## src/rtl/taylor_sweep_driver.sv

```systemverilog
// Walks a Q1.23 angle sweep through the cosine core; one (angle, cos) result per core latency + 3 cycles, res_ready stalls without limit.
// Optional WAIT watchdog with sticky timeout flag: define TAYLOR_SWEEP_TIMEOUT_EN.
module taylor_sweep_driver #(
  parameter int unsigned    W           = 24,
  parameter logic [W-1:0]   START_ANGLE = W'(838860),
  parameter logic [W-1:0]   STEP        = W'(838860),
  parameter logic [W-1:0]   LIMIT       = W'(13170115),
  parameter int unsigned    TMO_CYCLES  = 4096
) (
  input  logic         clock,
  input  logic         reset,
  input  logic         run,
  output logic         busy,
  output logic         done,
  output logic         start,
  output logic [W-1:0] angle_in,
  input  logic         ready_out,
  input  logic [W-1:0] cos_out,
  output logic         res_valid,
  input  logic         res_ready,
  output logic [W-1:0] res_angle,
  output logic [W-1:0] res_cos,
  output logic [15:0]  count,
  output logic         timeout
);

  typedef enum logic [2:0] {IDLE, ISSUE, WAIT, HOLD, NEXT, FIN} state_t;

  state_t       state;
  logic         rdy_q;
  logic         ready_rise;
  logic [W:0]   next_sum;
  logic         next_stop;

  // rdy_q resets high so a core already asserting ready is never seen as a fresh edge
  assign ready_rise = ready_out & ~rdy_q;
  assign next_sum   = {1'b0, angle_in} + {1'b0, STEP};
  assign next_stop  = next_sum[W] || (next_sum[W-1:0] > LIMIT);

`ifdef TAYLOR_SWEEP_TIMEOUT_EN
  localparam int unsigned TW = (TMO_CYCLES > 2) ? $clog2(TMO_CYCLES) : 1;
  logic [TW-1:0] tmo_cnt;
  logic          tmo_hit;
  assign tmo_hit = (tmo_cnt == TW'(TMO_CYCLES - 1));
`else
  logic unused_tmo;
  assign unused_tmo = ^TMO_CYCLES;
  assign timeout    = 1'b0;
`endif

  always_ff @(posedge clock) begin
    if (!reset) begin
      state     <= IDLE;
      rdy_q     <= 1'b1;
      busy      <= 1'b0;
      done      <= 1'b0;
      start     <= 1'b0;
      angle_in  <= '0;
      res_valid <= 1'b0;
      res_angle <= '0;
      res_cos   <= '0;
      count     <= '0;
`ifdef TAYLOR_SWEEP_TIMEOUT_EN
      timeout   <= 1'b0;
      tmo_cnt   <= '0;
`endif
    end else begin
      rdy_q <= ready_out;
      done  <= 1'b0;
      start <= 1'b0;
      case (state)
        IDLE: begin
          if (run) begin
            angle_in <= START_ANGLE;
            count    <= '0;
            busy     <= 1'b1;
            start    <= 1'b1;
            state    <= ISSUE;
`ifdef TAYLOR_SWEEP_TIMEOUT_EN
            timeout  <= 1'b0;
`endif
          end
        end
        ISSUE: begin
          state <= WAIT;
`ifdef TAYLOR_SWEEP_TIMEOUT_EN
          tmo_cnt <= '0;
`endif
        end
        WAIT: begin
          if (ready_rise) begin
            res_cos   <= cos_out;
            res_angle <= angle_in;
            res_valid <= 1'b1;
            state     <= HOLD;
          end
`ifdef TAYLOR_SWEEP_TIMEOUT_EN
          else if (tmo_hit) begin
            timeout <= 1'b1;
            done    <= 1'b1;
            state   <= FIN;
          end else begin
            tmo_cnt <= tmo_cnt + TW'(1);
          end
`endif
        end
        HOLD: begin
          if (res_ready) begin
            res_valid <= 1'b0;
            count     <= count + 16'd1;
            state     <= NEXT;
          end
        end
        NEXT: begin
          // carry out of the W+1 bit sum means the next angle would wrap
          if (next_stop) begin
            done  <= 1'b1;
            state <= FIN;
          end else begin
            angle_in <= next_sum[W-1:0];
            start    <= 1'b1;
            state    <= ISSUE;
          end
        end
        FIN: begin
          busy  <= 1'b0;
          state <= IDLE;
        end
        default: state <= IDLE;
      endcase
    end
  end

endmodule

```

## config.mk

```make
export PLATFORM = sky130hd
export DESIGN_NAME = taylor_sweep_driver
export DESIGN_NICKNAME = d
export VERILOG_FILES = /design/src/rtl/taylor_sweep_driver.sv
export SDC_FILE = /design/constraint.sdc
export NUM_CORES = 1
export LEC_CHECK = 0
export CELL_PAD_IN_SITES_DETAIL_PLACEMENT = 1
export CELL_PAD_IN_SITES_GLOBAL_PLACEMENT = 2
export CORE_MARGIN = 4
export CORE_UTILIZATION = 29
export DETAILED_ROUTE_END_ITERATION = 8
export GPL_TIMING_DRIVEN = 0
export PLACE_DENSITY_LB_ADDON = 0.05
export SYNTH_ARGS = -nofsm -noshare
export SYNTH_HDL_FRONTEND = slang
export SYNTH_SLANG_ARGS = --single-unit
```

## constraint.sdc

```tcl
create_clock -name clock -period 4.35 [get_ports clock]
set_clock_uncertainty 0.05 [all_clocks]
set_input_delay 0.435 -clock clock [delete_from_list [all_inputs] [get_ports clock]]
set_output_delay 0.435 -clock clock [all_outputs]
set_load 0.05 [all_outputs]
```

==> impl_results.md, run 1 <==
* Hold WC Path Type: reg -> reg
* Final Cycle Share at 83.7%
* Commonest non-fill, non-tap cell in the layout: nand2_1
* Overall Global Routing Usage at approximately 17%
* Share of layout cells above drive strength 1 at between 7 and 8%
* H-tree levels at 3
* Multi-input logic area at 2300 µm²
* Pre-Repair DR Iteration Count at 4
* Post-CTS setup buffer count at 0
* Fill count at about 1,700
* Final Setup Violations at 0
* Vias/cell at 5.10
* Worst ir drop on vdd at approximately 180 µV
* FFs w/ async S/R, synth at 0%
* P&R area growth vs syn at 38.4%
* Ant. Diodes at 0
* FF-to-FF path depth at 11
* Fmax at 0.275 GHz
* Initial antenna violation count at 0
* Layout Utilization at 41.3%
* Setup crit start: angle_in[2]
* CTS root buf: clkbuf_16
* Die ar. at 17,000 µm²
* Starting DRT DRC Count at around 180
* Crit path time final at roughly 3600 ps
* Worst slew pin tran at 892 ps
* Clock tree sinks at 92
* Largest net degree at the start of global routing at 16
* Commonest cells after routing, fill and taps aside: 119 x nand2_1, 115 x clkdlybuf4s50_1, 92 x dfxtp_1
* WS Path Type: reg -> reg
* Critical Path Start Type: register
* Worst reg2reg startpoint: angle_in[2]
* I/O pin count at ~120
* Die Span Y at around 130 µm
* Worst reg2reg endpoint: angle_in[11]
* DR vias at about 4,400
* Avg Synthesized Cell Area at 8.06 µm²
* Hold_buf cts at 0
* Cts bufs inserted at 9
* TNS Setup at 0 ps
* Register area share after synthesis at 42.3%
* RSZ-0062 raised after global routing: no
* CTS Buffer Depth at 2
* First-pass GRT wire length at 23,500 µm
* Synthesized instance count at 540
* GPL Wtd Cong at 0.841
* Worst slew margin at between 30% and 40%
* Hpwl dp at ~11,000 µm
* Crit path to: angle_in[11]
* # DRC at 0
* Static leakage at 0.00198 µW
* CP required at approximately 4500 ps
* Synthesized flop and latch total at 92
* CP arrival at 3790 ps
* Cell Rows at 44
* Placeable Area at approximately 15,000 µm²
* CTS tree: built
* Reg clk slew, reported paths at roughly 70 ps
* WL final at between 10,000 and 15,000 µm
* Post_cts resized at 0
* CP Max Fanout at 8
* Reg2Reg Setup Slack at 710 ps
* Power per cell area at 323 nW/µm²
* Number of flops mapped to enable cells by yosys at 0
* Synthesis Warnings at 0
* Slew Viols, Final at 0
* Nets at roughly 700
* Worst Setup End Kind: register
* Register area at 1840 µm²
* Maximum capacitance violations at 0
* Starting density of the core at between 20% and 30%
* Drt wl/cell at ~17 µm
* Status: finished, final reports clean
* Hold Fails Final Rpt at 0
* Cell Area, Synth at approximately 4400 µm²
* DIE WIDTH at about 130 µm
* DRT antenna net count at 0
* Input/output buffers at 115
* Vias in the first global route at ~4,400
* Synth Flop Type: dfxtp_1
* Post-synth cell types at between 60 and 70
* Total gr overflow at 0
* Clk_lat worst skew at roughly 350 ps
[through the flow]
step	area, µm²	instances	power [µW]	setup slack [ps]	hold slack (ps)
CTS	6010	858	1980	627	409
detailed placement	5750	843	1230	656	399
finish	6020	858	1950	708	403
floorplan	4370	544	1110	1090	486
global route	6020	858	2040	430	424
global placement	5750	843	1220	655	392
[state kept, by name (all words and copies together) (netlist names)]
signal / count
start: 1
res_angle: 22
state: 3
count: 16
rdy_q: 1
res_cos: 24
angle_in: 22
res_valid: 1
busy: 1
done: 1
[worst min-delay path by stage]
stage,start,to,slack [ps],cells past startpoint
after floorplan,ready_out,rdy_q,490,1
after global placement,res_cos[19],res_cos[19],390,2
after detailed placement,res_cos[20],res_cos[20],400,2
after CTS,res_cos[20],res_cos[20],410,2
after global routing,res_angle[23],res_angle[23],420,2
final,res_cos[20],res_cos[20],400,2
[cell families after synthesis]
logic type	count (synthesis)	synth area share (%)
adder cells (fa/ha/maj)	3	0.863
multiplexers	2	0.489
other	1	0.0862
AO/OA/AOI/OAI	155	24.2
buffers and inverters	50	5.15
XOR/XNOR	15	3.02
flip-flops	92	42.3
AND/OR/NAND/NOR	222	23.9
[metal layers]
metal  global-route usage [%]  wire, µm  vias up  part of all wire, %
met4                     4.17       157        0                  1.1
met5                        0         0        -                    0
met2                     29.7      7040       95                   48
li1                         -         -     2156                    -
met1                     21.9      6780     2108                   46
met3                     4.59       825       13                  5.6
[worst max-delay path, cell delays in order (launching register included)]
cell,delay [ps]
dfxtp_1,330
buf_2,180
inv_1,70
ha_1,250
and3b_1,280
o311ai_2,330
a221oi_1,130
a2111oi_0,620
and4bb_1,300
or2_4,310
a21oi_2,460
a311oi_1,190
[synthesized netlist by cell type (2+ instances only)]
| library cell | number | area share (%) |
|---|---|---|
| o211ai_2 | 2 | 0.58 |
| nand2_1 | 119 | 10 |
| or2_2 | 3 | 0.43 |
| clkbuf_1 | 27 | 2.3 |
| a221oi_1 | 2 | 0.40 |
| a2111oi_2 | 4 | 1.4 |
| nor4_1 | 4 | 0.58 |
| xor2_1 | 10 | 2.0 |
| a21oi_1 | 68 | 7.8 |
| nor3_1 | 7 | 0.81 |
| dfxtp_1 | 92 | 42 |
| o21ai_0 | 12 | 1.4 |
| o221ai_1 | 3 | 0.60 |
| nand2b_1 | 5 | 0.72 |
| nor4b_1 | 3 | 0.60 |
| buf_2 | 8 | 0.92 |
| nor2_1 | 27 | 2.3 |
| nand3_1 | 14 | 1.6 |
| a21boi_1 | 6 | 1.0 |
| o2111a_1 | 2 | 0.52 |
| and3b_1 | 2 | 0.40 |
| a31oi_1 | 11 | 1.6 |
| o21a_1 | 11 | 1.9 |
| o21ai_1 | 3 | 0.35 |
| nor2b_1 | 3 | 0.43 |
| inv_1 | 7 | 0.60 |
| and3_1 | 7 | 1.0 |
| a311oi_1 | 6 | 1.2 |
| ha_1 | 3 | 0.86 |
| nand4_1 | 7 | 1.0 |
| xnor2_1 | 5 | 1.0 |
| buf_4 | 5 | 0.86 |
| or3_1 | 7 | 1.0 |
| and2_1 | 6 | 0.86 |
| o31ai_1 | 2 | 0.35 |
| nand3b_1 | 2 | 0.35 |
| a211oi_1 | 7 | 1.2 |
[report_power, final]
part	switching [µW]	internal [µW]
clock network	353	384
logic	216	114
registers	18.0	862
total	586	1360
[cell type report]
type                            count  share of cell area (%)
Multi-Input combinational cell    402                    38.3
Timing Repair Buffer              115                    19.1
Sequential cell                    92                    30.6
Inverter                            8                   0.499
Clock buffer                        9                    3.74
Buffer                             42                    3.22
Tap cell                          184                    3.82
Clock inverter                      6                   0.707
No activity file was read; power rests on OpenSTA's default activity.
==> inputs of run 2 (changes only) <==
--- a/config.mk
+++ b/config.mk
@@ -8,7 +8,7 @@
 export CELL_PAD_IN_SITES_DETAIL_PLACEMENT = 1
 export CELL_PAD_IN_SITES_GLOBAL_PLACEMENT = 2
 export CORE_MARGIN = 4
-export CORE_UTILIZATION = 29
+export CORE_UTILIZATION = 24
 export DETAILED_ROUTE_END_ITERATION = 8
 export GPL_TIMING_DRIVEN = 0
 export PLACE_DENSITY_LB_ADDON = 0.05
==> constraint.sdc (replaced) <==
create_clock -name clock -period 3 [get_ports clock]
set_clock_uncertainty 0.05 [all_clocks]
set_input_delay 0.3 -clock clock [delete_from_list [all_inputs] [get_ports clock]]
set_output_delay 0.3 -clock clock [all_outputs]
set_load 0.05 [all_outputs]
==> impl_results.md, run 2 (synthesis results as in run 1) <==
* Status: finished, final reports clean (unchanged)
* P&R area growth vs syn at 49.6% (was 38.4%)
* Overall Global Routing Usage at 16.4% (was 17.4%)
* CTS tree: built (unchanged)
* Max reg flops at 24 (unchanged)
* Starting density of the core at 24.8% (was 29.8%)
* Vias/cell at 4.90 (was 5.10)
* Setup crit start: angle_in[3] (was angle_in[2])
* Clock tree sinks at 92 (unchanged)
* Crit path time final at 2960 ps (was 3640 ps)
* Max incr delay on CP at 390 ps (was 620 ps)
* Startpoint of the worst hold path: reset (was res_cos[20])
* Largest net degree at the start of global routing at 16 (unchanged)
* DIE WIDTH at 143 µm (was 130 µm)
* H-tree levels at 3 (unchanged)
* Starting DRT DRC Count at 200 (was 184)
* Crit path cell chain: inv_2 > ha_4 > and3b_2 > o311ai_4 > a221oi_2 > a2111oi_4 > and4bb_2 > or2_4 > a2111oi_2 > o21a_1 (was buf_2 > inv_1 > ha_1 > and3b_1 > o311ai_2 > a221oi_1 > a2111oi_0 > and4bb_1 > or2_4 > a21oi_2 > a311oi_1)
* Nets at 728 (was 702)
* Buf+Inv Stages, Crit Path at 1 (was 2)
* Hold Fails Final Rpt at 0 (unchanged)
* CP arrival at 3200 ps (was 3790 ps)
* Layout Utilization at 37.1% (was 41.3%)
* Die Span Y at 143 µm (was 130 µm)
* Static leakage at 0.00215 µW (was 0.00198 µW)
* Reg clk slew, reported paths at 70 ps (about the same)
* CTS Buffer Depth at 2 (unchanged)
* CP Max Fanout at 6 (was 8)
* Critical Path Start Type: register (unchanged)
* DP Area at 5810 µm² (was 5750 µm²)
* Fmax at 0.338 GHz (was 0.275 GHz)
* Commonest non-fill, non-tap cell in the layout: nand2_1 (unchanged)
* Worst Setup End Kind: register (unchanged)
* Placeable Area at 17,500 µm² (was 14,600 µm²)
* Top reg by flops: res_cos (unchanged)
* First-pass GRT wire length at 26,100 µm (was 23,500 µm)
* DR vias at 4,530 (was 4,372)
* WS Path Type: reg -> reg (unchanged)
* Worst slew margin at 35.6% (was 39.9%)
* Vias in the first global route at 4,606 (was 4,443)
* Initial antenna violation count at 0 (unchanged)
* I/O pin count at 122 (unchanged)
* Clk_lat worst skew at 350 ps (about the same)
* Commonest cells after routing, fill and taps aside: 119 x nand2_1, 115 x clkdlybuf4s50_1, 90 x dfxtp_1 (was 119 x nand2_1, 115 x clkdlybuf4s50_1, 92 x dfxtp_1)
* Die ar. at 20,300 µm² (was 17,000 µm²)
* Worst reg2reg startpoint: angle_in[3] (was angle_in[2])
* Cts bufs inserted at 9 (unchanged)
* Hold WC Path Type: in -> reg (was reg -> reg)
* Total gr overflow at 0 (unchanged)
* Final Setup Violations at 0 (unchanged)
* Share of layout cells above drive strength 1 at 13.6% (was 7.42%)
* Top Registers: res_cos: 24 flops, angle_in: 22 flops, res_angle: 22 flops (unchanged)
* Slowest cell on crit path: a2111oi_4 (was a2111oi_0)
* Ant. Diodes at 0 (unchanged)
* Slew Viols, Final at 0 (unchanged)
* Cell family with most CP delay: compound AO/OA/AOI/OAI gates (unchanged)
* Cell area after layout at 6510 µm² (was 6020 µm²)
* Hpwl dp at 12,100 µm (was 10,900 µm)
* GPL Wtd Cong at 0.832 (was 0.841)
* # DRC at 0 (unchanged)
* Final Cycle Share at 98.7% (was 83.7%)
* CTS root buf: clkbuf_16 (unchanged)
* Power per cell area at 473 nW/µm² (was 323 nW/µm²)
* TNS Setup at 0 ps (unchanged)
* Cell Rows at 48 (was 44)
* Worst slew pin tran at 961 ps (was 892 ps)
* Drt wl/cell at 18.1 µm (was 17.3 µm)
* Worst ir drop on vdd at 283 µV (was 175 µV)
* Pre-Repair DR Iteration Count at 4 (unchanged)
* DRT antenna net count at 0 (unchanged)
* Hold_buf cts at 0 (unchanged)
* Input/output buffers at 115 (unchanged)
* CP required at 3240 ps (was 4500 ps)
* Maximum capacitance violations at 0 (unchanged)
* WL final at 16,800 µm (was 14,800 µm)
==> run 2: cell types whose count changed in the layout (fill, tap and decap cells not counted), sizes merged <==
cell      before  now
buf           15   38
clkbuf        36   40
clkinv         4    1
bufinv         0    2
clkinvlp       2    0
inv            8   10
==> run 2: timing repair <==
action | 4_1_cts | 5_1_grt
gates cloned | 1 | 1
endpoints found under the setup margin | 25 | 23
buffers inserted | 9 | 16
endpoints found under the hold margin | 0 | 0
gates resized for setup | 21 | 20
pin swaps | 8 | 19
==> run 2: area by class of cell <==
| cell class | count | area [µm²] |
|---|---|---|
| Buffer | 41 | 211 |
| Clock buffer | 10 | 229 |
| Clock inverter | 5 | 83.8 |
| Fill cell | 2058 | 11000 |
| Inverter | 8 | 30.0 |
| Multi-Input combinational cell | 402 | 2460 |
| Sequential cell | 92 | 1850 |
| Tap cell | 225 | 282 |
| Timing Repair Buffer | 142 | 1370 |
==> run 2: worst reg2reg max path, delay by kind of cell, from the launching register on <==
family	cells	cell delay, ps
AOI/OAI and AO/OA	5	1390
and+or+nand+nor	3	890
buffers and inverters	1	70
adders and majority gates	1	160
DFF	1	350
==> run 2: metal layers <==
metal / vias up / wire length (µm) / track usage, %
met2: 96 / 8410 / 28.7
met4: 0 / 192 / 3.90
met1: 2205 / 7400 / 20.4
met3: 14 / 768 / 3.62
met5: - / 0 / 0
li1: 2215 / - / -
==> run 2: where the power goes <==
group / leakage (µW) / internal, µW / switching, µW
sequential: 0.000746 / 1250 / 24.8
combinational: 0.00125 / 201 / 354
clock: 0.000153 / 732 / 516
==> run 2: stage by stage <==
| stage | total power (µW) | hold WS [ps] | setup WS [ps] | std cells |
|---|---|---|---|---|
| floorplan | 1620 | 351 | 81.3 | 544 |
| global placement | 1790 | 393 | -813 | 884 |
| detailed placement | 1800 | 399 | -796 | 884 |
| CTS | 3110 | 301 | 27.4 | 908 |
| global route | 3230 | 337 | -26.7 | 925 |
| finish | 3080 | 303 | 39.8 | 925 |
==> run 2: final timing paths <==
check / end / slack (ps) / cells after the start
min: rdy_q / 300 / 2
max reg2reg: angle_in[9] / 40 / 10
min reg2reg: res_cos[17] / 410 / 2
max: angle_in[9] / 40 / 10
